File: config.mk
export PLATFORM = sky130hd
export DESIGN_NAME = uart_tx
export DESIGN_NICKNAME = d
export VERILOG_FILES = /design/src/rtl/uart_pkg.sv /design/src/rtl/uart_baud_cnt.sv /design/src/rtl/uart_tx.sv
export SDC_FILE = /design/constraint.sdc
export NUM_CORES = 1
export LEC_CHECK = 0
export CAP_MARGIN = 20
export CORE_MARGIN = 10
export CORE_UTILIZATION = 28
export DETAILED_ROUTE_END_ITERATION = 6
export SLEW_MARGIN = 15
export SYNTH_ARGS = -nofsm -noshare
export SYNTH_HDL_FRONTEND = slang
export SYNTH_SLANG_ARGS = --single-unit
File: constraint.sdc
create_clock -name clk -period 2.7 [get_ports clk]
set_input_delay 0.54 -clock clk [delete_from_list [all_inputs] [get_ports clk]]
set_output_delay 0.54 -clock clk [all_outputs]
set_load 0.02 [all_outputs]
File: src/rtl/uart_pkg.sv
// Shared UART definitions: FSM states, default bit period and frame line levels.
// Imported by both the transmitter and the receiver.
package uart_pkg;

    typedef enum logic [1:0] {
        IDLE,
        START,
        DATA,
        STOP
    } uart_state_t;

    localparam int unsigned DEFAULT_CLKS_PER_BIT = 10417;

    localparam logic START_BIT = 1'b0;
    localparam logic STOP_BIT  = 1'b1;

endpackage

File: src/rtl/uart_baud_cnt.sv
// Bit-period counter: counts 0..CLKS_PER_BIT-1 and flags the last cycle of each bit.
// Held at zero while clr is high, so a bit period starts cleanly on release.
module uart_baud_cnt #(
    parameter int unsigned CLKS_PER_BIT = 16
) (
    input  logic clk,
    input  logic rst,
    input  logic clr,
    output logic tick
);

    localparam int unsigned CNT_W = (CLKS_PER_BIT > 1) ? $clog2(CLKS_PER_BIT) : 1;
    localparam logic [CNT_W-1:0] LAST_CNT = CNT_W'(CLKS_PER_BIT - 1);

    logic [CNT_W-1:0] cnt;

    always_ff @(posedge clk or posedge rst) begin
        if (rst) begin
            cnt <= '0;
        end else if (clr || cnt == LAST_CNT) begin
            cnt <= '0;
        end else begin
            cnt <= cnt + 1'b1;
        end
    end

    assign tick = !clr && (cnt == LAST_CNT);

endmodule

File: src/rtl/uart_tx.sv
// 8N1 UART transmitter: start bit, DATA_W data bits LSB-first, stop bit.
// TX, busy and done are all registered so the pad never sees combinational glitches.
module uart_tx
    import uart_pkg::*;
#(
    parameter int unsigned CLKS_PER_BIT = DEFAULT_CLKS_PER_BIT,
    parameter int unsigned DATA_W       = 8
) (
    input  logic              clk,
    input  logic              rst,
    input  logic              tx_en,
    input  logic              start,
    input  logic [DATA_W-1:0] data,
    output logic              TX,
    output logic              busy,
    output logic              done
);

    localparam int unsigned BIT_W = (DATA_W > 1) ? $clog2(DATA_W) : 1;
    localparam logic [BIT_W-1:0] LAST_BIT = BIT_W'(DATA_W - 1);

    uart_state_t       state;
    logic [DATA_W-1:0] shift_reg;
    logic [BIT_W-1:0]  bit_idx;
    logic              tick;

    uart_baud_cnt #(
        .CLKS_PER_BIT(CLKS_PER_BIT)
    ) u_baud_cnt (
        .clk (clk),
        .rst (rst),
        .clr (state == IDLE),
        .tick(tick)
    );

    always_ff @(posedge clk or posedge rst) begin
        if (rst) begin
            state     <= IDLE;
            shift_reg <= '0;
            bit_idx   <= '0;
            TX        <= STOP_BIT;
            busy      <= 1'b0;
            done      <= 1'b0;
        end else begin
            done <= 1'b0;
            case (state)
                IDLE: begin
                    if (start && tx_en) begin
                        shift_reg <= data;
                        state     <= START;
                        TX        <= START_BIT;
                        busy      <= 1'b1;
                    end
                end
                START: begin
                    if (tick) begin
                        state   <= DATA;
                        bit_idx <= '0;
                        TX      <= shift_reg[0];
                    end
                end
                DATA: begin
                    if (tick) begin
                        if (bit_idx == LAST_BIT) begin
                            state <= STOP;
                            TX    <= STOP_BIT;
                        end else begin
                            // Drive the next bit directly so TX stays a pure flop output.
                            shift_reg <= shift_reg >> 1;
                            bit_idx   <= bit_idx + 1'b1;
                            TX        <= shift_reg[1];
                        end
                    end
                end
                STOP: begin
                    if (tick) begin
                        state <= IDLE;
                        busy  <= 1'b0;
                        done  <= 1'b1;
                    end
                end
                default: begin
                    state <= IDLE;
                    TX    <= STOP_BIT;
                    busy  <= 1'b0;
                end
            endcase
        end
    end

endmodule
==> out/results.tsv, run 1 <==
metric	value	unit
arrival	2.34	ns
port_buffers	14	
hold_viol	0	
cts_tree	done	
ys_ff_latch	30	
cts.sinks	30	
start_util	28.6	%
routed_wl	3180	um
pre_cts_ws	0.495	ns
synth_fp_nets	181	
worst-slew-pin-transition	0.426	ns
clock_skew	0.00227	ns
crit_type	flop to flop	
cp_max_fo	8	
cts_setup_buffers	0	
routed_via_density	4.67	
layout-drive-gt1-share	18.7	%
max_slew_margin	70.9	%
grt_antenna_before_repair	0	
power	0.000903	W
netlist_area	1680	um2
powerDensity	444	nW/um2
min_path_type	flop to flop	
instances_no_fill	257	
num_io_pins	15	
cts_made_buffers	5	
drt_iter0_markers	34	
cts_resized	0	
cp.required	2.87	ns
slowest_stage	or4b_4	
dp_hpwl	2310	um
drv_cap	0	
overflow	0	
firstDrtPassIters	4	
drv_slew	0	
die-height	97.5	um
dpl.cell_count	249	
placed_cell_area	1920	um2
synth_ff_type	dfrtp_1	
cts-root-buf	clkbuf_8	
worst_setup_path_start_kind	flop	
synthToLayoutAreaGrowth	20.9	%
vias	1201	
setup_viol	0	
grt_start_max_net_pins	31	
antenna_cells	0	
finalCritPeriodShare	80.4	%
place_congestion	0.813	
synth_edf_count	0	
clkLatencyLatePin	0.28	ns
holdBufCountCts	0	
nNetsFinal	202	
drc_errors	0	
grt.busiest_layer	met2	
setup-tns-final	0	ns
grt_pass1_wl	5650	um
rsz0062_at_grt	no	
crit_path_end_kind	flop	
track_usage	7.19	%
cts-htree-levels	2	
largest_reg_flops	14	
clock.fmax	0.461	GHz
setup_ws	0.529	ns
fp.coreArea	5890	um2
outcome	complete, no violations	
crit_chain	or4b_4, nor4_4, o221a_2, mux2_4	
leakage	0.894	nW
yosysWarnings	0	
wl_per_cell	12.4	um
die_w	97.5	um
peakVddDrop	0.181	mV
grt_pass1_vias	1207	
gr-usage-met3	2.63	%
ys_types	35	
finalInstanceArea	2030	um2
min_period	2.17	ns
grt_use_met1	9.06	%
grt_use_met2	10.6	%
synth_cells	160	
synth.avg_cell_area	10.5	um2
ys_seq_area_share	44.7	%
cts.clk_slew.worst_paths	0.06	ns
die_area	9510	um2
rows	28	
async_reset_ff_share	100	%
max_stage_delay	0.60	ns
postRouteAntennaNets	0	
clk_path_buf_depth	2	
-- cells in the final DEF (no fill, tap or decap), types with 4 or more instances in the layout --
cell type        count
nand2_1             11
mux2_4               8
nand3_1             13
clkdlybuf4s50_1     14
mux2_2               8
ha_1                 9
inv_1               10
nor2_1              16
xnor2_1              8
clkbuf_8             8
dfrtp_1             29
buf_4                4
o21ai_0             10
-- routing by layer --
layer	vias up	share of wire, %
li1	607	-
met1	562	49
met2	25	44
met3	7	4.3
met4	0	2.0
met5	-	0
-- report_power, final --
group,internal [W],switching [W],leakage [nW]
logic,0.0000196,0.0000142,0.441
registers,0.000450,0,0.396
clock network,0.000257,0.000163,0.0575
-- final cells by class --
cell class / instances / area (um2)
multi-input cells: 116 / 871
inverters: 10 / 37.5
flip-flops and latches: 30 / 752
repair buffers: 18 / 170
clock buffers: 8 / 110
well taps: 75 / 93.8
fillers: 590 / 3850
-- path summary, 6_finish.rpt --
kind                                         from           endpoint  slack [ns]  depth (start not counted)
worst max-delay path            u_baud_cnt.cnt[9]       shift_reg[1]        0.53                          4
worst min register to register                 TX                 TX        0.49                          1
worst min-delay path                           TX                 TX        0.49                          1
worst max register to register  u_baud_cnt.cnt[9]       shift_reg[1]        0.53                          4
min in group asynchronous                     rst  u_baud_cnt.cnt[9]        0.64                          3
max in group asynchronous                     rst                 TX        1.75                          3
-- stage by stage --
stage	hold slack [ns]	util (%)
floorplan	0.475	-
global placement	0.483	32.7
detailed placement	0.488	32.7
CTS	0.497	34.6
global route	0.515	34.6
finish	0.490	34.6
-- synthesized netlist by cell type (3+ instances only) --
cell	count	area, um2
mux2_2	8	90.1
or3_1	3	18.8
inv_1	10	37.5
clkbuf_1	3	11.3
mux2_4	8	120
dfrtp_1	29	726
o21ai_0	10	50.1
nand3_1	13	65.1
nor4_1	3	18.8
ha_1	9	113
nor3_1	3	15.0
a21oi_1	3	15.0
nand2_1	11	41.3
xnor2_1	8	70.1
nor2_1	16	60.1
-- cell families (layout without fill, tap and decap cells) --
| logic type | Yosys count | count (layout) | share of synthesized area (%) |
|---|---|---|---|
| muxes | 16 | 16 | 12.5 |
| and+or+nand+nor | 60 | 60 | 19.0 |
| xor gates and xnor gates | 9 | 9 | 4.68 |
| buffers and inverters | 14 | 36 | 3.57 |
| adders and majority gates | 9 | 9 | 6.69 |
| AOI/OAI and AO/OA | 22 | 22 | 8.85 |
| DFF | 30 | 30 | 44.7 |
-- worst max-delay path: cells and delay by family (launching register included) --
kind               cells  cell delay, ns
muxes                  1            0.33
AOI/OAI and AO/OA      1            0.42
and+or+nand+nor        2            0.89
DFF                    1            0.42
No activity file was read; power rests on OpenSTA's default activity.
==> run 2, diff against run 1 <==
==> constraint.sdc (replaced) <==
create_clock -name clk -period 1.93 [get_ports clk]
set_input_delay 0.386 -clock clk [delete_from_list [all_inputs] [get_ports clk]]
set_output_delay 0.386 -clock clk [all_outputs]
set_load 0.02 [all_outputs]
==> out/results.tsv, run 2 (synthesis gave the netlist of run 1 again) <==
metric	value	unit	change
violations	negative setup slack		
setup_viol	12		+12
synthToLayoutAreaGrowth	33.3	%	
routed_wl	3690	um	+16%
rsz0062_at_grt	yes		
setup-tns-final	-1.47	ns	-1.47 ns
start_util	28.6	%	unchanged
grt_pass1_vias	1363		+13%
drv_slew	0		unchanged
arrival	2.24	ns	-0.10 ns
port_buffers	14		unchanged
largest_reg_flops	14		unchanged
final_cell_mix	dfrtp_1 (29), buf_4 (23), nor2_1 (15), clkdlybuf4s50_1 (14), nand3_1 (13)		
r2r_start	u_baud_cnt.cnt[9]		
clockPowerShare	43.7	%	-2.8 points
worst_setup_path_start_kind	flop		
drv_cap	0		unchanged
grt_pass1_wl	6490	um	+15%
place_congestion	0.725		-11%
die-height	97.5	um	unchanged
drc_errors	0		unchanged
dp_hpwl	2600	um	+12%
cp.required	2.10	ns	-0.77 ns
clock.fmax	0.481	GHz	+4.5%
max_slew_margin	62.1	%	-8.7 points
p_seq_share	52.2	%	+2.4 points
hold_slack	0.480	ns	-0.00950 ns
crit_type	flop to flop		
cts.clk_slew.worst_paths	0.07	ns	about the same
routed_via_density	4.64		-0.78%
grt_start_max_net_pins	31		unchanged
clkLatencyLatePin	0.28	ns	about the same
clk_path_buf_depth	2		unchanged
vias	1289		+7.3%
cts.sinks	30		unchanged
cts-htree-levels	2		unchanged
powerDensity	537	nW/um2	+21%
seq_area	752	um2	unchanged
p_comb_share	4.1	%	+0.4 points
outcome	complete, but fails checks		
worst-slew-pin-transition	0.567	ns	+0.141 ns
overflow	0		unchanged
slowest_stage	or4b_4		
cts_made_buffers	5		unchanged
cp-startpoint	u_baud_cnt.cnt[9]		
num_io_pins	15		unchanged
cts-root-buf	clkbuf_8		
drt_iter0_markers	45		+32%
final_common_cell	dfrtp_1		
wl_per_cell	13.3	um	+7.3%
multi_input_comb_area	925	um2	+6.2%
clock_skew	0.00596	ns	+0.00369 ns
pre_cts_ws	-0.164	ns	-0.659 ns
max_stage_delay	0.58	ns	-0.02 ns
crit_chain	or4b_4, nor4_4, o221a_2, buf_12, mux2_4		
power.internal	0.000945	W	+30%
peakVddDrop	0.308	mV	+70%
setup_ws	-0.148	ns	-0.677 ns
firstDrtPassIters	4		unchanged
fillers	570		-3.4%
antenna_cells	0		unchanged
postRouteAntennaNets	0		unchanged
die_area	9510	um2	unchanged
netSwitchingFraction	21.6	%	+2.0 points
die_w	97.5	um	unchanged
layout-drive-gt1-share	31.5	%	+13 points
p_sw	0.000260	W	+47%
min_path_type	primary input to asynchronous set/reset pin		
finalCritPeriodShare	108	%	+27 points
fp.coreArea	5890	um2	unchanged
rows	28		unchanged
leakage	1.01	nW	+13%
grt_antenna_before_repair	0		unchanged
final_core_util	38.1	%	+3.6 points
cp_max_fo	8		unchanged
cts_tree	done		
nNetsFinal	223		+10%
track_usage	7.97	%	+0.77 points
min_period	2.08	ns	-0.0932 ns
crit_path_end_kind	flop		
hold_viol	0		unchanged
holdBufCountCts	0		unchanged
==> run 2: what timing repair did <==
action                                  4_1_cts  5_1_grt
resized for setup                             4       18
buffers inserted                              1        0
endpoints found under the hold margin         0        0
endpoints found under the setup margin       12       14
pin swaps                                     1        0
==> run 2: critical path, delay by kind of cell, from the launching register on <==
family	cells	cell delay, ns
simple gates	2	0.88
compound gates	1	0.26
mux	1	0.30
flops	1	0.39
buf+inv	1	0.13
==> run 2: metal layers <==
layer	vias to the layer above	share of wire, %	global-route usage (%)
met5	-	0	0
met4	0	0.84	2.01
li1	650	-	-
met3	3	3.7	2.84
met1	617	47	10.1
met2	19	48	12.5
==> run 2: final cells by class <==
class | instances | share of cell area [%]
repair buffers | 39 | 15.3
multi-input cells | 116 | 41.2
inverters | 10 | 1.67
well taps | 75 | 4.18
flip-flops and latches | 30 | 33.5
clock buffers | 7 | 3.85
clock inverters | 1 | 0.223
==> run 2: worst paths after layout <==
| kind | cells past startpoint | slack (ns) | end |
|---|---|---|---|
| worst max-delay path | 5 | -0.15 | shift_reg[7] |
| worst min-delay path | 3 | 0.48 | state[1] |
| worst max register to register | 5 | -0.15 | shift_reg[7] |
| worst min register to register | 1 | 0.49 | TX |
| max in group asynchronous | 3 | 1.13 | TX |
| min in group clk | 1 | 0.49 | TX |
==> run 2: through the flow <==
stage | instances | total power, W | cell area, um2
global route | 278 | 0.00126 | 2240
CTS | 278 | 0.00122 | 2190
finish | 278 | 0.00121 | 2240
global placement | 269 | 0.000690 | 2090
detailed placement | 269 | 0.000690 | 2090
floorplan | 160 | 0.000659 | 1680
==> run 2: power by group through the flow <==
stage / sequential, W / combinational, W / clock, W
4_1_cts: 0.000629 / 0.0000502 / 0.000540
3_5_place_dp: 0.000640 / 0.0000497 / 0
3_3_place_gp: 0.000640 / 0.0000498 / 0
6_report: 0.000629 / 0.0000491 / 0.000527
5_1_grt: 0.000628 / 0.0000551 / 0.000580
2_1_floorplan: 0.000640 / 0.0000190 / 0
